### src/rtl/uart_pkg.sv
// Shared definitions for the UART report transmit path:
// the frame state encoding and the 8N1 framing constants.
package uart_pkg;

    typedef enum logic [1:0] {
        IDLE      = 2'd0,
        START_BIT = 2'd1,
        DATA_BITS = 2'd2,
        STOP_BIT  = 2'd3
    } uart_state_e;

    localparam int UART_DATA_BITS            = 8;
    localparam int UART_STOP_BITS            = 1;
    localparam int UART_DEFAULT_CLKS_PER_BIT = 16;

endpackage

### src/rtl/uart_baud_tick.sv
// Bit-period counter: runs 0..CLKS_PER_BIT-1 and flags the last cycle of each bit.
// Held at zero while clear is high so every frame starts on a fresh bit boundary.
module uart_baud_tick #(
    parameter int CLKS_PER_BIT = 16
) (
    input  logic clk,
    input  logic rst,
    input  logic clear,
    output logic bit_end
);

    localparam int CNT_W = $clog2(CLKS_PER_BIT);
    localparam logic [CNT_W-1:0] LAST = CNT_W'(CLKS_PER_BIT - 1);

    logic [CNT_W-1:0] count;

    // Baud counter: cleared while idle, wraps after the last cycle of a bit.
    always_ff @(posedge clk or posedge rst) begin
        if (rst) begin
            count <= {CNT_W{1'b0}};
        end else if (clear) begin
            count <= {CNT_W{1'b0}};
        end else if (count == LAST) begin
            count <= {CNT_W{1'b0}};
        end else begin
            count <= count + CNT_W'(1);
        end
    end

    assign bit_end = !clear && (count == LAST);

endmodule

### src/rtl/uart_frame_tx.sv
// Serialises a DATA_BYTES-wide report word as back-to-back 8N1 frames,
// least-significant byte first, on a one-cycle start request.
module uart_frame_tx
    import uart_pkg::*;
#(
    parameter int CLKS_PER_BIT = UART_DEFAULT_CLKS_PER_BIT,
    parameter int DATA_BYTES   = 4
) (
    input  logic                    clk,
    input  logic                    rst,
    input  logic                    start,
    input  logic [8*DATA_BYTES-1:0] data_in,
    output logic                    tx,
    output logic                    busy,
    output logic                    done
);

    localparam int WORD_W = 8 * DATA_BYTES;
    localparam int BYTE_W = $clog2(DATA_BYTES) + 1;
    localparam logic [BYTE_W-1:0] LAST_BYTE = BYTE_W'(DATA_BYTES - 1);
    localparam logic [2:0]        LAST_BIT  = 3'(UART_DATA_BITS - 1);

    uart_state_e       state;
    uart_state_e       state_next;
    logic [2:0]        bit_cnt;
    logic [2:0]        bit_next;
    logic [BYTE_W-1:0] byte_cnt;
    logic [BYTE_W-1:0] byte_next;
    logic [WORD_W-1:0] shreg;
    logic [WORD_W-1:0] shreg_next;
    logic              tx_next;
    logic              busy_next;
    logic              done_next;
    logic              baud_clear;
    logic              bit_end;

    uart_baud_tick #(
        .CLKS_PER_BIT(CLKS_PER_BIT)
    ) u_baud (
        .clk    (clk),
        .rst    (rst),
        .clear  (baud_clear),
        .bit_end(bit_end)
    );

    // State, counters, shift register and registered line outputs.
    always_ff @(posedge clk or posedge rst) begin
        if (rst) begin
            state    <= IDLE;
            bit_cnt  <= 3'd0;
            byte_cnt <= {BYTE_W{1'b0}};
            shreg    <= {WORD_W{1'b0}};
            tx       <= 1'b1;
            busy     <= 1'b0;
            done     <= 1'b0;
        end else begin
            state    <= state_next;
            bit_cnt  <= bit_next;
            byte_cnt <= byte_next;
            shreg    <= shreg_next;
            tx       <= tx_next;
            busy     <= busy_next;
            done     <= done_next;
        end
    end

    // Next-state logic; tx is computed one cycle ahead so the pin is driven from a flop.
    // The word shifts right once per data bit, so after eight bits the next byte sits at [7:0].
    always_comb begin
        state_next = state;
        bit_next   = bit_cnt;
        byte_next  = byte_cnt;
        shreg_next = shreg;
        tx_next    = tx;
        busy_next  = busy;
        done_next  = 1'b0;
        baud_clear = 1'b0;
        case (state)
            IDLE: begin
                baud_clear = 1'b1;
                tx_next    = 1'b1;
                busy_next  = 1'b0;
                if (start) begin
                    shreg_next = data_in;
                    bit_next   = 3'd0;
                    byte_next  = {BYTE_W{1'b0}};
                    state_next = START_BIT;
                    tx_next    = 1'b0;
                    busy_next  = 1'b1;
                end else begin
                    state_next = IDLE;
                end
            end
            START_BIT: begin
                if (bit_end) begin
                    state_next = DATA_BITS;
                    tx_next    = shreg[0];
                end else begin
                    state_next = START_BIT;
                end
            end
            DATA_BITS: begin
                if (bit_end) begin
                    shreg_next = shreg >> 1;
                    if (bit_cnt == LAST_BIT) begin
                        bit_next   = 3'd0;
                        state_next = STOP_BIT;
                        tx_next    = 1'b1;
                    end else begin
                        bit_next   = bit_cnt + 3'd1;
                        tx_next    = shreg[1];
                    end
                end else begin
                    state_next = DATA_BITS;
                end
            end
            STOP_BIT: begin
                if (bit_end) begin
                    if (byte_cnt < LAST_BYTE) begin
                        byte_next  = byte_cnt + BYTE_W'(1);
                        state_next = START_BIT;
                        tx_next    = 1'b0;
                    end else begin
                        state_next = IDLE;
                        tx_next    = 1'b1;
                        busy_next  = 1'b0;
                        done_next  = 1'b1;
                    end
                end else begin
                    state_next = STOP_BIT;
                end
            end
            default: begin
                state_next = IDLE;
                tx_next    = 1'b1;
                busy_next  = 1'b0;
            end
        endcase
    end

endmodule

### config.mk
export PLATFORM = sky130hd
export DESIGN_NAME = uart_frame_tx
export DESIGN_NICKNAME = d
export VERILOG_FILES = /design/src/rtl/uart_pkg.sv /design/src/rtl/uart_baud_tick.sv /design/src/rtl/uart_frame_tx.sv
export SDC_FILE = /design/constraint.sdc
export NUM_CORES = 1
export LEC_CHECK = 0
export CAP_MARGIN = 20
export CORE_MARGIN = 10
export CORE_UTILIZATION = 55
export DETAILED_ROUTE_END_ITERATION = 12
export MAX_ROUTING_LAYER = met4
export PLACE_DENSITY_LB_ADDON = 0.05
export SETUP_SLACK_MARGIN = 0.1
export SYNTH_ARGS = -nofsm -noshare
export SYNTH_HDL_FRONTEND = slang
export SYNTH_SLANG_ARGS = --single-unit
### constraint.sdc
create_clock -name clk -period 2.82 [get_ports clk]
set_input_delay 0.564 -clock clk [delete_from_list [all_inputs] [get_ports clk]]
set_output_delay 0.564 -clock clk [all_outputs]
set_load 0.02 [all_outputs]
# Yosys cells after proc, flatten, opt, wreduce, memory -nomap -nowiden
# Cells that the tools add are included.
[op_classes]
n_addsub = 3
order_cmp = 1
n_eq_ne = 12
n_mux = 33
n_reduce_logical = 9
[ops]
columns = ["cell", "count"]
rows = [
  ["two-way mux 32 bit", 2],
  ["case mux 32 bit (2 select lines)", 1],
  ["two-way mux 3 bit", 5],
  ["two-way mux 1 bit", 14],
  ["inequality test 2 bit, second input constant", 6],
  ["case mux 3 bit (2 select lines)", 2],
  ["AND reduction 3 bit", 3],
  ["two-way mux 2 bit", 4],
  ["two-way mux 4 bit", 2],
  ["case mux 2 bit (4 select lines)", 1],
  ["adder 3 x 1 -> 3 bit, second input constant", 2],
  ["adder 4 x 1 -> 4 bit, second input constant", 1],
  ["equality test 2 bit, second input constant", 2],
  ["equality test 4 bit, second input constant", 1],
  ["case mux 1 bit (4 select lines)", 1],
  ["AND reduction 4 bit", 1],
  ["nonzero test 2 bit", 2],
  ["equality test 3 bit, second input constant", 1],
  ["< comparator 3 x 2 -> 1 bit, second input constant", 1],
  ["inequality test 3 bit, second input constant", 1],
  ["equality test 2 x 1 -> 1 bit, second input constant", 1],
  ["zero test 2 bit", 1],
  ["case mux 1 bit (2 select lines)", 1],
  ["logical AND 1 bit", 1],
  ["zero test 1 bit", 1],
]
[totals]
register_bits = 47
output_inout_bits = 3
wordCells = 66

# Logic depth before layout (Yosys ltp)
[logic_depth]
word_depth = 6
depth_mapped = 6

# Hierarchy
# Synthesis repeated with hierarchy kept, for this count alone.
[unflattened]
hier_cells = 213
area_unflattened_um2 = 2233.4
[modules_own_cells]
columns = ["module", "instances", "cells_each", "area_per_inst_um2", "seq_area_each_um2"]
rows = [
  ["uart_frame_tx", 1, 196, 2050.7, 1077.3],
  ["uart_baud_tick", 1, 17, 182.7, 100.1],
]

# Worst setup path after synthesis
# Ideal clock, no wire load.
[synth_path]
path_kind = "register to register"
startpoint = "reg u_baud.count[0]"
endpoint = "reg shreg[10]"
setup_ps = 125
t_arrival_ps = 1579
required_time_ps = 2695
path_slack_ps = 1116
path_stages_with_launch = 7
n_path_buf = 2
cell_sequence = "dfrtp_1 ha_1 and3_1 buf_4 a21o_4 buf_6 mux2_4"
[synth_via]
elab_chain_len = 4
[synth_lines]
columns = ["item", "line_no", "source"]
rows = [
  ["from (decl)", "uart_baud_tick.sv:15", "logic [CNT_W-1:0] count;"],
  ["from (signal assigned)", "uart_baud_tick.sv:20", "count <= {CNT_W{1'b0}};"],
  ["from (signal assigned)", "uart_baud_tick.sv:22", "count <= {CNT_W{1'b0}};"],
  ["from (signal assigned)", "uart_baud_tick.sv:24", "count <= {CNT_W{1'b0}};"],
  ["equality test 4 bit", "uart_baud_tick.sv:30", "assign bit_end = !clear && (count == LAST);"],
  ["logical AND 1 bit", "uart_baud_tick.sv:30", ""],
  ["inequality test 2 bit (no line)", "--", ""],
  ["AND reduction 3 bit (no line)", "--", ""],
  ["to (signal assigned)", "uart_frame_tx.sv:52", "shreg <= {WORD_W{1'b0}};"],
  ["to (signal assigned)", "uart_frame_tx.sv:60", "shreg <= shreg_next;"],
  ["to (decl)", "uart_frame_tx.sv:29", "logic [WORD_W-1:0] shreg;"],
]
# No other way between the ends.
# A chain may end at the register's enable or synchronous reset.

# Final worst setup path
[layout_path]
startpoint = "in start"
endpoint = "reg shreg[18]"
[layout_via]
elab_chain_len = 2
[layout_lines]
columns = ["item", "line_no", "source"]
rows = [
  ["from (decl)", "uart_frame_tx.sv:11", "input logic start,"],
  ["inequality test 2 bit (no line)", "--", ""],
  ["AND reduction 3 bit (no line)", "--", ""],
]
# No other way between the ends.

==> impl_metrics.py <==
metrics = {
    "floorplanning": {
        "pin_count": 38,
        "die_width_um": 89.19,
        "die_area_um2": 7954,
        "effective_utilization_at_floorplan_pct": 56.11,
        "core_area_um2": 4692,
        "die_height_um": 89.19,
        "std_cell_rows": 25,
    },
    "layout": {
        "insertedDiodeCount": 0,
        "final_net_count": 262,
        "fin_util_pct": 65.89,
        "drive_above_1_share_pct": 33.93,
        "fill_cells": 348,
        "syn_to_final_growth_pct": 17.44,
    },
    "placed_design": {
        "dpl.hpwl_um": 3514,
        "preCtsSetupSlack_ns": 0.3141,
        "place_congestion": 0.8443,
        "placement.io_buffers": 37,
    },
    "worst_setup_path": {
        "cp_data_required_time_ns": 3.00,
        "worstSetupPathType": "primary input to flip-flop",
        "r2r_end": "shreg[18]",
        "r2r_setup_slack_ns": 0.74,
        "path_max_fanout": 18,
        "worstPathArrival_ns": 2.38,
        "critical_path.endpoint_type": "flip-flop",
        "worstSetupStartpointType": "primary input",
        "r2r-start": "u_baud.count[0]",
        "r2r.worst_path.cells": 5,
    },
    "timing": {
        "setup_ws_ns": 0.6228,
        "report.final.hold_viol_count": 0,
        "tns_ns": 0,
        "relative_slew_slack_pct": 60.79,
        "setup_viol_count_final": 0,
        "holdWs_ns": 0.4963,
        "timing.final.crit_period_ns": 2.197,
        "setup_repair_after_global_routing_missed_its_margin": "false",
        "slew_viol_final": 0,
        "fin_worst_skew_ns": 0.004403,
        "fmax_mhz": 455.1,
        "timing_worst_slew_pin_value_ns": 0.5882,
        "final.period_utilization_pct": 77.91,
    },
    "clocking": {
        "clockBufferDepth": 2,
        "cts_tree": "yes",
        "worst_setup_hold_path_clk_slew_ns": 0.08,
        "numClockSinks": 47,
        "cts-resized-gates": 0,
        "cts_root_buf": "sky130_fd_sc_hd__clkbuf_8",
        "tritoncts.num_buffers": 5,
        "clkLatencyLatePin_ns": 0.29,
        "htreeDepth": 2,
        "postCtsSetupRepairBufs": 0,
        "cts_hold_repair.buffers": 0,
    },
    "yosys": {
        "synthesis.nets": 225,
        "mappedNetlistArea_um2": 2633,
        "syn-mean-instance-area_um2": 14.15,
        "number_of_synthesized_flops_with_an_enable_pin": 0,
        "netlist-cell-type-count": 39,
        "synth-adder-area-share_pct": 1.901,
        "post_synth_most_frequent_cells": "sky130_fd_sc_hd__mux2_4, sky130_fd_sc_hd__dfrtp_1, sky130_fd_sc_hd__buf_6",
        "xor_xnor_fraction_of_synth_area_pct": 0.9981,
        "postSynthCellCount": 186,
        "post-synth-top-count-cell": "sky130_fd_sc_hd__mux2_4",
        "async_reset_ff_share_pct": 100.0,
        "yosys.area.top_type_share_pct": 43.73,
        "ys_warn_count": 0,
        "postSynthRegisterBits": 47,
        "synthTopCellsByArea": "sky130_fd_sc_hd__dfrtp_1, sky130_fd_sc_hd__mux2_4, sky130_fd_sc_hd__buf_6",
        "synth_top_area_cell": "sky130_fd_sc_hd__dfrtp_1",
        "synth_top_family_by_area": "multiplexers",
        "synth_compound_area_share_pct": 5.561,
        "synth.area.mux_share_pct": 35.03,
        "yosys.area_share.simple_pct": 6.892,
        "synth.yosys.seq_area_share_pct": 44.72,
        "synth-main-ff-cell": "sky130_fd_sc_hd__dfrtp_1",
    },
    "routing": {
        "firstDrtPassIters": 4,
        "count_of_unresolved_drc_violations_after_routing": 0,
        "dr_vias": 1548,
        "route.antenna.remaining_nets": 0,
        "drt_first_iter_violations": 81,
        "route.final.wire_length_um": 4970,
        "route.detailed.vias_per_inst": 5.568,
        "wl_per_cell_um": 17.88,
    },
    "grt": {
        "largest_net_degree_at_the_start_of_global_routing": 48,
        "number_of_antenna_violations_at_the_first_check_in_global_routing": 0,
        "first_global_vias": 1674,
        "global_route.usage.total_pct": 13.57,
        "grt_pass1_wl_um": 8204,
        "global_route.overflow_total": 0,
    },
    "worst_hold_path": {
        "min-delay-start": "u_baud.count[0]",
        "min_path_type": "flip-flop to flip-flop",
        "hold-path-endpoint": "u_baud.count[0]",
        "holdPathStages": 1,
    },
    "power": {
        "power.static_leakage_nw": 1.452,
        "cellPowerDensity_nw_per_um2": 399.0,
        "max-vdd-ir-drop_v": 0.0002912,
        "p_total_mw": 1.234,
    },
    "flow_run": {
        "max_cap_violations": 0,
    },
    "status": {
        "run_status": "finished, final reports clean",
    },
}
==> layout by cell type (no fill, tap or decap), drive strengths merged, types with 2 or more instances in the layout <==
cell type	instances
mux2	62
dfrtp	46
clkdlybuf4s50	37
nand2	6
inv	6
clkbuf	6
o21ai	5
nor3	5
nand3	4
ha	4
nor2b	4
buf	4
nand2b	3
nor2	3
nor3b	2
xnor2	2
a21oi	2
o311ai	2
o211ai	2
o22ai	2
==> through the flow <==
stage | area [um2] | instances
finish | 3092 | 278
global route | 3092 | 278
CTS | 3092 | 278
detailed placement | 3007 | 270
global placement | 3007 | 270
floorplan | 2633 | 186
==> metal layers <==
layer	GRT usage [%]	wire length (um)	vias to the layer above
met5	-	0	-
met2	19.74	2328	44
li1	-	-	742
met3	4.102	225	6
met4	4.480	57	0
met1	17.62	2358	756
==> state kept, by name (all words and copies together) (netlist names) <==
signal	count
byte_cnt	3
done	1
state	2
bit_cnt	3
shreg	32
tx	1
busy	1
u_baud.count	4
==> critical path: stages <==
cell and delay, ns:
sky130_fd_sc_hd__clkdlybuf4s50_1 0.57, sky130_fd_sc_hd__nor3b_1 0.35, sky130_fd_sc_hd__a21o_4 0.35, sky130_fd_sc_hd__buf_12 0.22
sky130_fd_sc_hd__mux2_4 0.31
==> report_power, final <==
group	total (mW)	internal, mW	switching [mW]
Sequential	0.710	0.697	0.0139
Combinational	0.135	0.0975	0.0372
Clock	0.388	0.173	0.215
==> final cells by class <==
class / instances / area [um2] / area share (%)
well taps: 54 / 67.56 / 2.185
inverters: 6 / 22.52 / 0.7284
flip-flops and latches: 47 / 1177 / 38.08
clock buffers: 6 / 72.57 / 2.347
clock inverters: 2 / 12.51 / 0.4047
repair buffers: 41 / 412.9 / 13.35
multi-input cells: 122 / 1326 / 42.90
==> logic make-up after synthesis <==
| logic type | after synthesis |
|---|---|
| xor+xnor | 3 |
| buf+inv | 17 |
| simple gates | 32 |
| fa+ha+maj | 4 |
| mux | 63 |
| flops | 47 |
| compound gates | 20 |
==> worst max path at each step <==
stage	from	end	cells after the start
final	start	shreg[18]	5
after global routing	start	shreg[20]	5
after CTS	start	shreg[15]	5
after detailed placement	start	shreg[19]	5
after global placement	start	shreg[19]	5
after floorplan	u_baud.count[0]	shreg[10]	6
Power figures use the tool's default switching activity.
